### config.mk
export PLATFORM = sky130hd
export DESIGN_NAME = pipe_stage_latch
export DESIGN_NICKNAME = d
export VERILOG_FILES = /design/src/rtl/pipe_stage_latch.sv
export SDC_FILE = /design/constraint.sdc
export NUM_CORES = 1
export LEC_CHECK = 0
export CAP_MARGIN = 10
export CORE_MARGIN = 2
export CORE_UTILIZATION = 40
export CTS_CLUSTER_DIAMETER = 150
export DETAILED_ROUTE_END_ITERATION = 8
export PLACE_DENSITY = 0.74
export SLEW_MARGIN = 20
export SYNTH_ARGS = -nofsm -noshare
export SYNTH_HDL_FRONTEND = slang
export SYNTH_SLANG_ARGS = --single-unit
### constraint.sdc
create_clock -name clk -period 2.2 [get_ports clk]
set_input_delay 0.33 -clock clk [delete_from_list [all_inputs] [get_ports clk]]
set_output_delay 0.33 -clock clk [all_outputs]
set_load 0.01 [all_outputs]
### src/rtl/pipe_stage_latch.sv
// Inter-stage pipeline register: LANES x WIDTH words behind a valid/ready handshake,
// with an optional 2-entry skid buffer and a synchronous flush that empties the stage.
module pipe_stage_latch #(
  parameter int                WIDTH  = 32,
  parameter int                LANES  = 3,
  parameter int                SKID   = 1,
  parameter logic [WIDTH-1:0]  NOP_IR = '0
) (
  input  logic                   clk,
  input  logic                   reset,
  input  logic                   flush,
  input  logic                   in_valid,
  output logic                   in_ready,
  input  logic [LANES*WIDTH-1:0] in_data,
  output logic                   out_valid,
  input  logic                   out_ready,
  output logic [LANES*WIDTH-1:0] out_data
);

  localparam int DW = LANES * WIDTH;
  // Lane 0 carries the NOP instruction, every other lane bubbles to zero.
  localparam logic [DW-1:0] BUBBLE = DW'(NOP_IR);

  typedef enum logic [1:0] {
    S_EMPTY = 2'd0,
    S_ONE   = 2'd1,
    S_TWO   = 2'd2
  } state_t;

  generate
    if (SKID != 0) begin : g_skid
      state_t        r_state;
      logic [DW-1:0] r_main;
      logic [DW-1:0] r_skid;
      logic          r_valid;
      logic          r_ready;

      // in_ready is a register so upstream never sees a path from out_ready.
      always_ff @(posedge clk or negedge reset) begin
        if (!reset) begin
          r_state <= S_EMPTY;
          r_main  <= BUBBLE;
          r_skid  <= BUBBLE;
          r_valid <= 1'b0;
          r_ready <= 1'b1;
        end else if (flush) begin
          r_state <= S_EMPTY;
          r_main  <= BUBBLE;
          r_skid  <= BUBBLE;
          r_valid <= 1'b0;
          r_ready <= 1'b1;
        end else begin
          case (r_state)
            S_EMPTY: begin
              if (in_valid) begin
                r_main  <= in_data;
                r_state <= S_ONE;
                r_valid <= 1'b1;
              end
            end
            S_ONE: begin
              if (in_valid && out_ready) begin
                r_main <= in_data;
              end else if (in_valid) begin
                r_skid  <= in_data;
                r_state <= S_TWO;
                r_ready <= 1'b0;
              end else if (out_ready) begin
                r_main  <= BUBBLE;
                r_state <= S_EMPTY;
                r_valid <= 1'b0;
              end
            end
            S_TWO: begin
              if (out_ready) begin
                r_main  <= r_skid;
                r_skid  <= BUBBLE;
                r_state <= S_ONE;
                r_ready <= 1'b1;
              end
            end
            default: begin
              r_state <= S_EMPTY;
              r_main  <= BUBBLE;
              r_skid  <= BUBBLE;
              r_valid <= 1'b0;
              r_ready <= 1'b1;
            end
          endcase
        end
      end

      assign in_ready  = r_ready;
      assign out_valid = r_valid;
      assign out_data  = r_main;
    end else begin : g_single
      logic [DW-1:0] r_main;
      logic          r_valid;
      logic          w_in_ready;

      // A full stage still accepts when the head leaves this very cycle.
      assign w_in_ready = !r_valid || out_ready;

      always_ff @(posedge clk or negedge reset) begin
        if (!reset) begin
          r_main  <= BUBBLE;
          r_valid <= 1'b0;
        end else if (flush) begin
          r_main  <= BUBBLE;
          r_valid <= 1'b0;
        end else if (in_valid && w_in_ready) begin
          r_main  <= in_data;
          r_valid <= 1'b1;
        end else if (r_valid && out_ready) begin
          r_main  <= BUBBLE;
          r_valid <= 1'b0;
        end
      end

      assign in_ready  = w_in_ready;
      assign out_valid = r_valid;
      assign out_data  = r_main;
    end
  endgenerate

endmodule
; ---- Word level (Yosys, flattened, before mapping)
; Cells that the tools add are included.
[op_classes]
eq_ne = 13
muxes = 28
n_reduce_logical = 6
[ops]
columns = operator, count
row1 = 96-bit 2-to-1 mux, 8
row2 = 96-bit one-hot mux with 3 select lines, 2
row3 = 3-bit != test (second input constant), 6
row4 = 2-bit 2-to-1 mux, 6
row5 = 4-bit != test (second input constant), 3
row6 = 4-bit AND reduction, 3
row7 = 1-bit 2-to-1 mux, 9
row8 = 1-bit one-hot mux with 3 select lines, 2
row9 = 2-bit one-hot mux with 3 select lines, 1
row10 = 5-bit AND reduction, 1
row11 = 2-bit != test (second input constant), 2
row12 = 2-bit by 1-bit == test with 1-bit output (second input constant), 1
row13 = 2-bit == test (second input constant), 1
row14 = 2-bit logical NOT, 1
row15 = 1-bit logical AND, 1
[word_totals]
ff_bits = 196
inputBits = 101
output_inout_bits = 98
word_cells = 52

; ---- Longest topological paths before layout
[depth]
depth_word = 5
mapped_depth = 8
depth_no_buf = 4

; ---- Least setup slack after synthesis
; No wires, ideal clock.
[synth_timing]
kind = register -> register
startpoint = register g_skid.r_state[0]
endpoint = register g_skid.r_skid[65]
setup_ns = 0.079
arrival_time_ns = 1.409
t_required_ns = 2.121
setup_slack_ns = 0.712
path_stages_with_launch = 8
n_path_buf = 3
period_less_slack_ns = 1.488
path_cell_list = dfrtp_1 buf_2 nor2_1 a21oi_1 nor2_2 buf_4 buf_4 mux2i_1
[synth_between]
elab_chain_cells = 3
word_cells_on_any_way = 10
classes_between = 6 x eq/ne / 2 x mux / 2 x reduce/logical
[synth_lines]
columns = element, line_no
row1 = from (decl), 32  ; state_t r_state;
row2 = from (signal assigned), 41  ; r_state <= S_EMPTY;
row3 = from (signal assigned), 47  ; r_state <= S_EMPTY;
row4 = from (signal assigned), 57  ; r_state <= S_ONE;
row5 = "2-bit by 1-bit == test with 1-bit output, or another cell as far along", 53  ; case (r_state)
row6 = "3-bit != test (no line), or another cell as far along", -
row7 = 4-bit AND reduction (no line) / 96-bit 2-to-1 mux (equally long branches), -
row8 = to (signal assigned), 65  ; r_skid <= in_data;
row9 = to (decl), 34  ; logic [DW-1:0] r_skid;
; Parallel ways exist; a longest one is shown, timed or not.
; A chain may end at the register's enable or synchronous reset.

; ---- Final worst setup path
[layout_timing]
startpoint = register g_skid.r_ready (netlist: in_ready)
endpoint = output port in_ready
[layout_lines]
columns = element, line_no
row1 = from (decl), 36  ; logic r_ready;
row2 = from (signal assigned), 45  ; r_ready <= 1'b1;
row3 = from (signal assigned), 51  ; r_ready <= 1'b1;
row4 = from (signal assigned), 67  ; r_ready <= 1'b0;
row5 = to (decl), 13  ; output logic in_ready,
; No word-level cell between the ends.

==> metrics.txt <==
Routed Antenna Nets=0; Avg Inst Size Synth=11.53 sq um; skew final=0.01081 ns; GRT Residual Overflow=0; Starting Density=40.80%; Final Hold Violating Endpoints=0; post-synthesis sequential area ratio=55.09%; Final min period=1.830 ns; # hold bufs at CTS=1; Slew headroom=70.11%; largest net degree at the start of global routing=64; total number of vias=6527; status=completed; # port buffers=198; most common cell after layout, fill and taps aside=clkdlybuf4s50_1; worst-path cell chain=clkdlybuf4s50_1; first-pass GRT wire length=36830 um; post-route setup TNS=0 ns; multiplexer share of the synthesized area=11.02%; Worst VDD drop=0.4390 mV; Synth Register Bits=196; maximum buffer depth of the clock tree=2; number of fill cells in the layout=1846; Leakage=0.005108 uW; DP Worst Slack=0.1357 ns; Synth Area in Adders=0%; Post-synth EDFFs=0; drt total wl=22210 um; full die area=0.02347 sq mm; share of layout cells above drive strength 1=9.613%; cells after synthesis=772; Peak Freq=546.4 MHz; CTS resizes=0; # setup viols final=0; Yosys cell types=28; CP Capture Type=output port; crit path kind=flop to output port; Worst-path clk slew=0.08 ns; TritonCTS Sinks=196; main combinational cell family by area after synthesis=compound AO/OA/AOI/OAI gates; max-slew violations=0; Fin Hold WS=0.4172 ns; IO Count=199; post-synthesis cell area=0.008905 sq mm; Die Wd=153.2 um; Iter 0 DRT Violations=514; postcts setup bufs=0; Synth Warn #=0; vias in the first global route=6719; row cnt=54; DRC viols=0; DR WL/cell=17.96 um; RD Place Congestion=0.7423; Worst EP required=1.87 ns; GRT Util Overall=19.49%; Worst R2R Path Depth=5; Die Y-Extent=153.2 um; DR pass1 iterations=4; Synth-to-Final Area Change=32.94%; Mapped Nets=873; Slowest-stage cell, CP=dfstp_2; max incr delay on CP=0.54 ns; H-tree depth=4; prevailing post-synth register cell=dfrtp_1; Vias/cell=5.276; most frequent cells in the layout=clkdlybuf4s50_1, dfrtp_1, inv_1, nand2_1, mux2i_1; simple-gate share of the synthesized area=5.086%; initial antenna violation count=0; Diodes inserted=0; RSZ-0062 raised after global routing=false; PwrDens=713.3 mW/mm^2; Buf/Inv on CP=1; Layout Nets=1046; WP data arrival=1.50 ns; Post-synth ARST share=100.0%; Critical Path Source Type=flop; CP delay by family, top=flip-flops; worst hold path class=input pin to async pin; crit path max fanout=2; CTS Root Cell=clkbuf_16; setup slack after layout=0.3697 ns; max_cap viols=0; total CTS buffers=17; CTS tree=built; DPL Wire Length=13930 um; xor/xnor share of the synthesized area=0.09836%; core area=0.02182 sq mm; clk_lat worst skew=0.43 ns; Levels on crit path=1; post-synthesis compound-gate area fraction=20.53%; Tcrit/Tclk final=83.19%; worst-margin pin slew=0.4483 ns
==> power breakdown <==
part	switching, uW	leakage, uW	internal (uW)
Clock	1430	0.000259	1530
Sequential	159	0.00266	3830
Combinational	746	0.00219	750
Total	2330	0.00511	6110
==> layer usage <==
| metal | wire [um] | up-vias | global-route usage (%) | share of wire, % |
|---|---|---|---|---|
| li1 | - | 3052 | - | - |
| met1 | 10390 | 3234 | 28.92 | 47 |
| met2 | 10110 | 215 | 28.47 | 46 |
| met3 | 1315 | 26 | 4.678 | 5.9 |
| met4 | 394 | 0 | 5.644 | 1.8 |
| met5 | 0 | - | 0 | 0 |
==> sequential cells by signal (all words and copies together), names as in the netlist <==
signal / flops
g_skid.r_state: 2
in_ready: 1
out_data: 96
out_valid: 1
g_skid.r_skid: 96
==> final timing paths <==
path	from	endpoint	slack, ns
hold reg to reg	in_ready	in_ready	0.48
setup / recovery	in_ready	in_ready	0.37
min in group clk	in_data[52]	g_skid.r_skid[52]	0.47
hold / removal	reset	out_data[93]	0.42
setup reg to reg	g_skid.r_state[1]	out_data[6]	0.50
max in group asynchronous	reset	out_data[41]	1.09
==> area by class of cell <==
cell class	count	area, sq um	share of cell area (%)
clock inverters	11	92.59	0.7822
inverters	99	371.6	3.139
multi-input cells	412	3302	27.89
flip-flops and latches	196	4906	41.44
repair buffers	219	2359	19.92
well taps	280	350.3	2.960
clock buffers	20	456.7	3.858
==> per-stage QoR <==
step / std cells / power (uW) / area, sq um / utilization, %
5_1_grt: 1237 / 8861 / 11840 / 54.24
6_report: 1237 / 8444 / 11840 / 54.24
2_1_floorplan: 772 / 4742 / 8905 / -
4_1_cts: 1237 / 8547 / 11840 / 54.24
3_3_place_gp: 1205 / 5542 / 11280 / 51.68
3_5_place_dp: 1205 / 5565 / 11280 / 51.68
==> kinds of logic (layout without fill, tap and decap cells) <==
logic type	count (synthesis)	in the layout
xor gates and xnor gates	1	1
buffers and inverters	164	349
muxes	98	98
and+or+nand+nor	111	111
AOI/OAI and AO/OA	202	202
DFF	196	196
==> synth_stat cells, drive strengths merged (3+ instances only) <==
master / count / area (sq um)
a21oi: 5 / 32.53
a22oi: 96 / 720.7
buf: 42 / 270.3
clkbuf: 23 / 86.33
dfrtp: 195 / 4880
inv: 99 / 371.6
mux2i: 98 / 980.9
nand2: 98 / 367.9
nand2b: 3 / 26.27
nor2: 7 / 38.78
o2bb2ai: 97 / 1044
Power figures use the tool's default switching activity.
